`src/rtl/cmos_capture_rgb565.sv`:
```
// Byte-to-pixel capture for an 8-bit RGB565 CMOS sensor port: settle-frame skipping,
// frame-aligned capture start, pixel coordinates and malformed line/frame flags.
module cmos_capture_rgb565 #(
    parameter int H_ACTIVE   = 1280,
    parameter int V_ACTIVE   = 720,
    parameter int FRAME_SKIP = 10
) (
    input  logic        clk,
    input  logic        rst_n,
    input  logic        cmos_vsync,
    input  logic        cmos_href,
    input  logic [7:0]  cmos_db,
    output logic [15:0] pix_data,
    output logic        pix_valid,
    output logic [10:0] pix_x,
    output logic [10:0] pix_y,
    output logic        frame_start,
    output logic        frame_done,
    output logic        line_err,
    output logic        frame_err
);
    localparam int SKW = (FRAME_SKIP > 1) ? $clog2(FRAME_SKIP) : 1;
    localparam logic [SKW-1:0] SKIP_LAST = (FRAME_SKIP > 0) ? SKW'(FRAME_SKIP - 1) : '0;
    localparam logic [10:0] H_L = 11'(H_ACTIVE);
    localparam logic [10:0] V_L = 11'(V_ACTIVE);

    typedef enum logic [1:0] {ST_SKIP = 2'd0, ST_WAIT_FB = 2'd1, ST_CAPTURE = 2'd2} state_t;
    localparam state_t ST_RESET = (FRAME_SKIP == 0) ? ST_WAIT_FB : ST_SKIP;

    state_t         state_q, state_d;
    logic [SKW-1:0] skip_cnt_q, skip_cnt_d;
    logic           vsync_q, vsync_prev_q, href_q, href_prev_q;
    logic [7:0]     db_q;
    logic           phase_q, phase_d, abort_q, abort_d;
    logic [7:0]     hi_q, hi_d;
    logic [10:0]    px_cnt_q, px_cnt_d, line_cnt_q, line_cnt_d;
    logic           px_ovf_q, px_ovf_d, line_ovf_q, line_ovf_d;
    logic           asm_valid_q, asm_valid_d;
    logic [15:0]    asm_data_q, asm_data_d;
    logic [10:0]    asm_x_q, asm_x_d, asm_y_q, asm_y_d;
    logic           frame_start_s1_q, frame_start_s1_d, frame_done_s1_q, frame_done_s1_d;
    logic           frame_err_s1_q, frame_err_s1_d, line_err_s1_q, line_err_s1_d;
    logic           pix_valid_q, frame_start_q, frame_done_q, frame_err_q, line_err_q;
    logic [15:0]    pix_data_q, pix_data_d;
    logic [10:0]    pix_x_q, pix_x_d, pix_y_q, pix_y_d;
    logic           fb, le, capturing;

    assign fb        = vsync_q & ~vsync_prev_q;
    assign le        = href_prev_q & ~href_q;
    assign capturing = (state_q == ST_CAPTURE);

    always_comb begin
        state_d    = state_q;
        skip_cnt_d = skip_cnt_q;
        case (state_q)
            ST_SKIP: if (fb) begin
                if (skip_cnt_q == SKIP_LAST) state_d = ST_WAIT_FB;
                else                          skip_cnt_d = skip_cnt_q + SKW'(1);
            end
            ST_WAIT_FB: if (fb) state_d = ST_CAPTURE;
            default: state_d = ST_CAPTURE;
        endcase
    end

    always_comb begin
        frame_start_s1_d = fb & (state_q == ST_WAIT_FB || state_q == ST_CAPTURE);
        frame_done_s1_d  = fb & capturing;
        frame_err_s1_d   = fb & capturing & (line_ovf_q | (line_cnt_q != V_L));
    end

    // Frame boundary wins over everything on the line; a line cut by it is ignored until href drops.
    always_comb begin
        phase_d       = phase_q;
        hi_d          = hi_q;
        px_cnt_d      = px_cnt_q;
        px_ovf_d      = px_ovf_q;
        line_cnt_d    = line_cnt_q;
        line_ovf_d    = line_ovf_q;
        abort_d       = abort_q;
        asm_valid_d   = 1'b0;
        asm_data_d    = asm_data_q;
        asm_x_d       = asm_x_q;
        asm_y_d       = asm_y_q;
        line_err_s1_d = 1'b0;
        if (fb) begin
            phase_d    = 1'b0;
            px_cnt_d   = '0;
            px_ovf_d   = 1'b0;
            line_cnt_d = '0;
            line_ovf_d = 1'b0;
            abort_d    = href_q;
        end else if (!href_q) begin
            phase_d = 1'b0;
            if (le) begin
                if (capturing && !abort_q) begin
                    line_err_s1_d = phase_q | px_ovf_q | (px_cnt_q != H_L);
                    if (line_cnt_q == V_L) line_ovf_d = 1'b1;
                    else                   line_cnt_d = line_cnt_q + 11'd1;
                end
                px_cnt_d = '0;
                px_ovf_d = 1'b0;
                abort_d  = 1'b0;
            end
        end else if (!phase_q) begin
            phase_d = 1'b1;
            hi_d    = db_q;
        end else begin
            phase_d = 1'b0;
            if (!abort_q) begin
                asm_valid_d = capturing && (px_cnt_q < H_L) && (line_cnt_q < V_L);
                asm_data_d  = {hi_q, db_q};
                asm_x_d     = px_cnt_q;
                asm_y_d     = line_cnt_q;
                if (px_cnt_q == H_L) px_ovf_d = 1'b1;
                else                 px_cnt_d = px_cnt_q + 11'd1;
            end
        end
    end

    always_comb begin
        pix_data_d = asm_valid_q ? asm_data_q : pix_data_q;
        pix_x_d    = asm_valid_q ? asm_x_q    : pix_x_q;
        pix_y_d    = asm_valid_q ? asm_y_q    : pix_y_q;
    end

    // Vsync copies reset high so releasing reset during blanking cannot fake a frame boundary.
    always_ff @(posedge clk or negedge rst_n) begin
        if (!rst_n) begin
            state_q <= ST_RESET;      skip_cnt_q <= '0;
            vsync_q <= 1'b1;          vsync_prev_q <= 1'b1;
            href_q <= 1'b0;           href_prev_q <= 1'b0;     db_q <= '0;
            phase_q <= 1'b0;          abort_q <= 1'b0;         hi_q <= '0;
            px_cnt_q <= '0;           px_ovf_q <= 1'b0;
            line_cnt_q <= '0;         line_ovf_q <= 1'b0;
            asm_valid_q <= 1'b0;      asm_data_q <= '0;        asm_x_q <= '0;   asm_y_q <= '0;
            frame_start_s1_q <= 1'b0; frame_done_s1_q <= 1'b0;
            frame_err_s1_q <= 1'b0;   line_err_s1_q <= 1'b0;
            pix_valid_q <= 1'b0;      pix_data_q <= '0;        pix_x_q <= '0;   pix_y_q <= '0;
            frame_start_q <= 1'b0;    frame_done_q <= 1'b0;
            frame_err_q <= 1'b0;      line_err_q <= 1'b0;
        end else begin
            state_q <= state_d;       skip_cnt_q <= skip_cnt_d;
            vsync_q <= cmos_vsync;    vsync_prev_q <= vsync_q;
            href_q <= cmos_href;      href_prev_q <= href_q;   db_q <= cmos_db;
            phase_q <= phase_d;       abort_q <= abort_d;      hi_q <= hi_d;
            px_cnt_q <= px_cnt_d;     px_ovf_q <= px_ovf_d;
            line_cnt_q <= line_cnt_d; line_ovf_q <= line_ovf_d;
            asm_valid_q <= asm_valid_d; asm_data_q <= asm_data_d;
            asm_x_q <= asm_x_d;       asm_y_q <= asm_y_d;
            frame_start_s1_q <= frame_start_s1_d; frame_done_s1_q <= frame_done_s1_d;
            frame_err_s1_q <= frame_err_s1_d;     line_err_s1_q <= line_err_s1_d;
            pix_valid_q <= asm_valid_q; pix_data_q <= pix_data_d;
            pix_x_q <= pix_x_d;       pix_y_q <= pix_y_d;
            frame_start_q <= frame_start_s1_q; frame_done_q <= frame_done_s1_q;
            frame_err_q <= frame_err_s1_q;     line_err_q <= line_err_s1_q;
        end
    end

    assign pix_data    = pix_data_q;
    assign pix_valid   = pix_valid_q;
    assign pix_x       = pix_x_q;
    assign pix_y       = pix_y_q;
    assign frame_start = frame_start_q;
    assign frame_done  = frame_done_q;
    assign line_err    = line_err_q;
    assign frame_err   = frame_err_q;
endmodule

```
`config.mk`:
```
export PLATFORM = sky130hd
export DESIGN_NAME = cmos_capture_rgb565
export DESIGN_NICKNAME = d
export VERILOG_FILES = /design/src/rtl/cmos_capture_rgb565.sv
export SDC_FILE = /design/constraint.sdc
export NUM_CORES = 1
export LEC_CHECK = 0
export CAP_MARGIN = 0
export CORE_MARGIN = 1.5
export CORE_UTILIZATION = 56
export DETAILED_ROUTE_END_ITERATION = 8
export PLACE_DENSITY_LB_ADDON = 0.3
export SLEW_MARGIN = 20
export SYNTH_ARGS = -nofsm -noshare
export SYNTH_HDL_FRONTEND = slang
export SYNTH_SLANG_ARGS = --single-unit
```
`constraint.sdc`:
```
create_clock -name clk -period 2.4 [get_ports clk]
set_input_delay 0.72 -clock clk [delete_from_list [all_inputs] [get_ports clk]]
set_output_delay 0.72 -clock clk [all_outputs]
set_load 0.005 [all_outputs]
```
==> summary.md <==
| Metric | Value |
|---|---|
| Int Pwr | 4650 uW |
| Worst IR Drop VDD | 0.523 mV |
| EDFF count, synth | 0 |
| Setup Skew | 0.00697 ns |
| Flop pwr share | 0.472 |
| #FFs+latches synth | 138 |
| Switching Fraction | 0.237 |
| Fin Setup TNS | 0 ns |
| Leakage power | 0.00305 uW |
| Total Power | 6090 uW |
| GR Util All Layers | 0.214 |
| Vias per inst | 5.51 |
| Clk buf depth | 2 |
| DRT iter0 DRCs | 190 |
| Reg2reg end | px_cnt_q[7] |
| Root buf cell | clkbuf_8 |
| Sequential area share after synthesis | 0.627 |
| Share of the synthesized area in the top cell type | 0.618 |
| Slew Limit Fails | 0 |
| CP Launch Type | flop |
| Comb power frac | 0.140 |
| Pin count of the biggest net entering global routing | 44 |
| WP buf/inv | 1 |
| CTS Buf Count | 17 |
| First-pass GRT wire length | 16800 um |
| Final Wtd Congestion | 0.833 |
| Via count | 3334 |
| Clock Pin Slew Worst Setup and Hold Paths | 0.06 ns |
| Compound-Gate Fraction of Synth Area | 0.0529 |
| Cell Chain, Critical Path | clkdlybuf4s50_1 |
| Top_reg_cell synth | dfrtp_1 |
| Vias in the first global route | 3405 |
| Number of buffers added on ports | 54 |
| Sink Count | 138 |
| Final setup vio count | 0 |
| Power density over cell area | 896 mW/mm^2 |
| Nets | 481 |
| Worst setup EP type | primary output |
| Core area | 0.00964 mm^2 |
| Final hold vios | 0 |
| Mux cell area share after synthesis | 0.172 |
| Die area | 0.0104 mm^2 |
| Initial Util | 0.572 |
| RSZ-0062 raised after global routing | no |
| Post-route minimum period | 2.12 ns |
| Syn Nets | 415 |
| Worst path max stage delay | 0.54 ns |
| Postcts setup bufs | 0 |
| Xor/xnor cell area share of the yosys netlist | 0.0223 |
| Cts-stage hold buffer count | 0 |
| Synth area leaders | dfrtp_1 (62%), mux2_2 (17%), ha_1 (2.0%), xnor2_1 (1.3%), nand3_1 (1.2%) |
| Critical Path RT | 1.68 ns |
| Critical path arrival | 1.40 ns |
| GRT overflow | 0 |
| Worst-Margin Slew | 0.699 ns |
| Post-synthesis adder-cell area fraction | 0.0204 |
| Slew Limit Headroom | 0.529 |
| Final HPWL DP | 6420 um |
| R2R depth | 4 |
| Placed insts | 574 |
| CTS tree | done |
| Peak Freq | 471 MHz |
| CP max FO | 2 |
| I/O pins | 55 |
| Area of the mapped netlist | 0.00551 mm^2 |
| Die X | 102 um |
| R2R Setup Slk | 0.40 ns |
| Row cnt | 36 |
| DR DRC count | 0 |
| H-Tree Depth | 4 |
| Clk pwr share | 0.388 |
| Clk Latency, worst-skew pair | 0.52 ns |
| CP max stage cell | clkdlybuf4s50_1 |
| Hold WC Path Type | input pin to async pin |
| Final worst-path cycle share | 0.884 |
| Net Sw Power | 1450 uW |
| Max cap viols | 0 |
| Ant. Diodes | 0 |
| Post-cts sizing count | 0 |
| Number of distinct library cells after synthesis | 50 |
| Initial antenna violation count | 0 |
| Critical setup path kind | flop to primary output |
| Largest family of logic cells by synthesized area | multiplexers |
| Drt total wl | 10100 um |
| Final worst slack | 0.278 ns |
| Crit Reg-Reg Startpoint | px_cnt_q[4] |
| Simple-gate share of the synthesized area | 0.0856 |
| Layout cell share with drive strength beyond 1 | 0.280 |
| Non-Filler Instances | 605 |
| Avg Cell Area, Syn | 14.0 um^2 |
| Synth async-reset ratio | 1.00 |
| Setup WS pre-CTS | 0.410 ns |
| Status | finished clean |
| Synth Instances | 394 |
| Largest area contributor in the netlist | dfrtp_1 |
| Die Span Y | 102 um |
| Routed len/inst | 16.7 um |
| Top Family by Delay on Critical Path | buffers and inverters |
| Remaining antenna violation count after routing | 0 |
| Yosys Warn Count | 0 |
| DRT Pass-1 Iters | 5 |
| Synth-to-Final Area Change | 23.3% |
==> cell families after synthesis <==
kind of cell               after synthesis
buffers and inverters                   26
DFF                                    138
AOI/OAI and AO/OA                       41
adders and majority gates                9
xor gates and xnor gates                14
muxes                                   84
and+or+nand+nor                         82
==> layer usage <==
layer  global-route usage  vias up  part of all wire
met2                0.335       63              0.49
li1                     -     1562                 -
met5                    0        -                 0
met1                0.292     1699              0.46
met4               0.0790        0             0.013
met3               0.0547       10             0.034
==> area by class of cell <==
| cell class | count | area, um^2 |
|---|---|---|
| Sequential cell | 138 | 3460 |
| Fill cell | 689 | 2840 |
| Multi-Input combinational cell | 230 | 1950 |
| Timing Repair Buffer | 62 | 639 |
| Clock buffer | 19 | 442 |
| Tap cell | 133 | 166 |
| Clock inverter | 12 | 100 |
| Inverter | 11 | 41.3 |
==> power groups by stage <==
| stage | Sequential (uW) | Combinational, uW | Clock (uW) |
|---|---|---|---|
| finish | 2880 | 853 | 2360 |
| global route | 2930 | 936 | 2520 |
| CTS | 2880 | 869 | 2420 |
| detailed placement | 2920 | 858 | 0 |
| global placement | 2890 | 831 | 0 |
| floorplan | 2880 | 387 | 0 |
==> placed cells by master (no fill, tap or decap), drive strengths merged, types with 11 or more instances in the layout <==
cell | synthesis | routed
clkbuf | 9 | 19
o21ai | 11 | 11
dfrtp | 136 | 136
nand2 | 11 | 11
inv | 11 | 12
mux2 | 84 | 84
nor2 | 15 | 15
nand3 | 13 | 13
clkdlybuf4s50 | 0 | 53
==> cell usage after synthesis (all sizes together) (2+ instances only) <==
| library cell | n |
|---|---|
| a21oi | 6 |
| a31oi | 6 |
| and2 | 3 |
| and3 | 5 |
| and4 | 2 |
| buf | 6 |
| clkbuf | 9 |
| dfrtp | 136 |
| dfstp | 2 |
| ha | 9 |
| inv | 11 |
| mux2 | 84 |
| nand2 | 11 |
| nand2b | 2 |
| nand3 | 13 |
| nand3b | 2 |
| nand4 | 7 |
| nor2 | 15 |
| nor3 | 4 |
| nor4 | 3 |
| nor4b | 2 |
| nor4bb | 2 |
| o211ai | 3 |
| o21a | 3 |
| o21ai | 11 |
| o2bb2ai | 2 |
| o311ai | 2 |
| o31ai | 2 |
| or3 | 3 |
| xnor2 | 8 |
| xor2 | 6 |
==> metrics by stage <==
step | area (um^2) | utilization | hold WS [ns]
3_5_place_dp | 6250 | 0.649 | 0.336
4_1_cts | 6800 | 0.705 | 0.117
6_report | 6800 | 0.705 | 0.122
5_1_grt | 6800 | 0.705 | 0.141
3_3_place_gp | 6250 | 0.649 | 0.338
2_1_floorplan | 5510 | - | 0.331
==> sequential cells by signal (all words and copies together) (netlist names), 4 cells and up <==
name        count
asm_data_q     16
pix_data       16
asm_x_q        11
asm_y_q        11
line_cnt_q     11
pix_x          11
pix_y          11
px_cnt_q       11
db_q            8
hi_q            8
skip_cnt_q      4
==> worst max-delay path by stage <==
stage / startpoint / endpoint / slack, ns / depth (start not counted)
5_1_grt: pix_data[14] / pix_data[14] / 0.24 / 1
4_1_cts: pix_data[14] / pix_data[14] / 0.25 / 1
3_5_place_dp: px_cnt_q[4] / line_err_s1_q / 0.41 / 4
3_3_place_gp: px_cnt_q[4] / px_cnt_q[7] / 0.45 / 4
6_report: pix_data[14] / pix_data[14] / 0.28 / 1
2_1_floorplan: px_cnt_q[4] / px_cnt_q[7] / 0.60 / 5
Note: power is estimated with default switching activity, not from simulation.
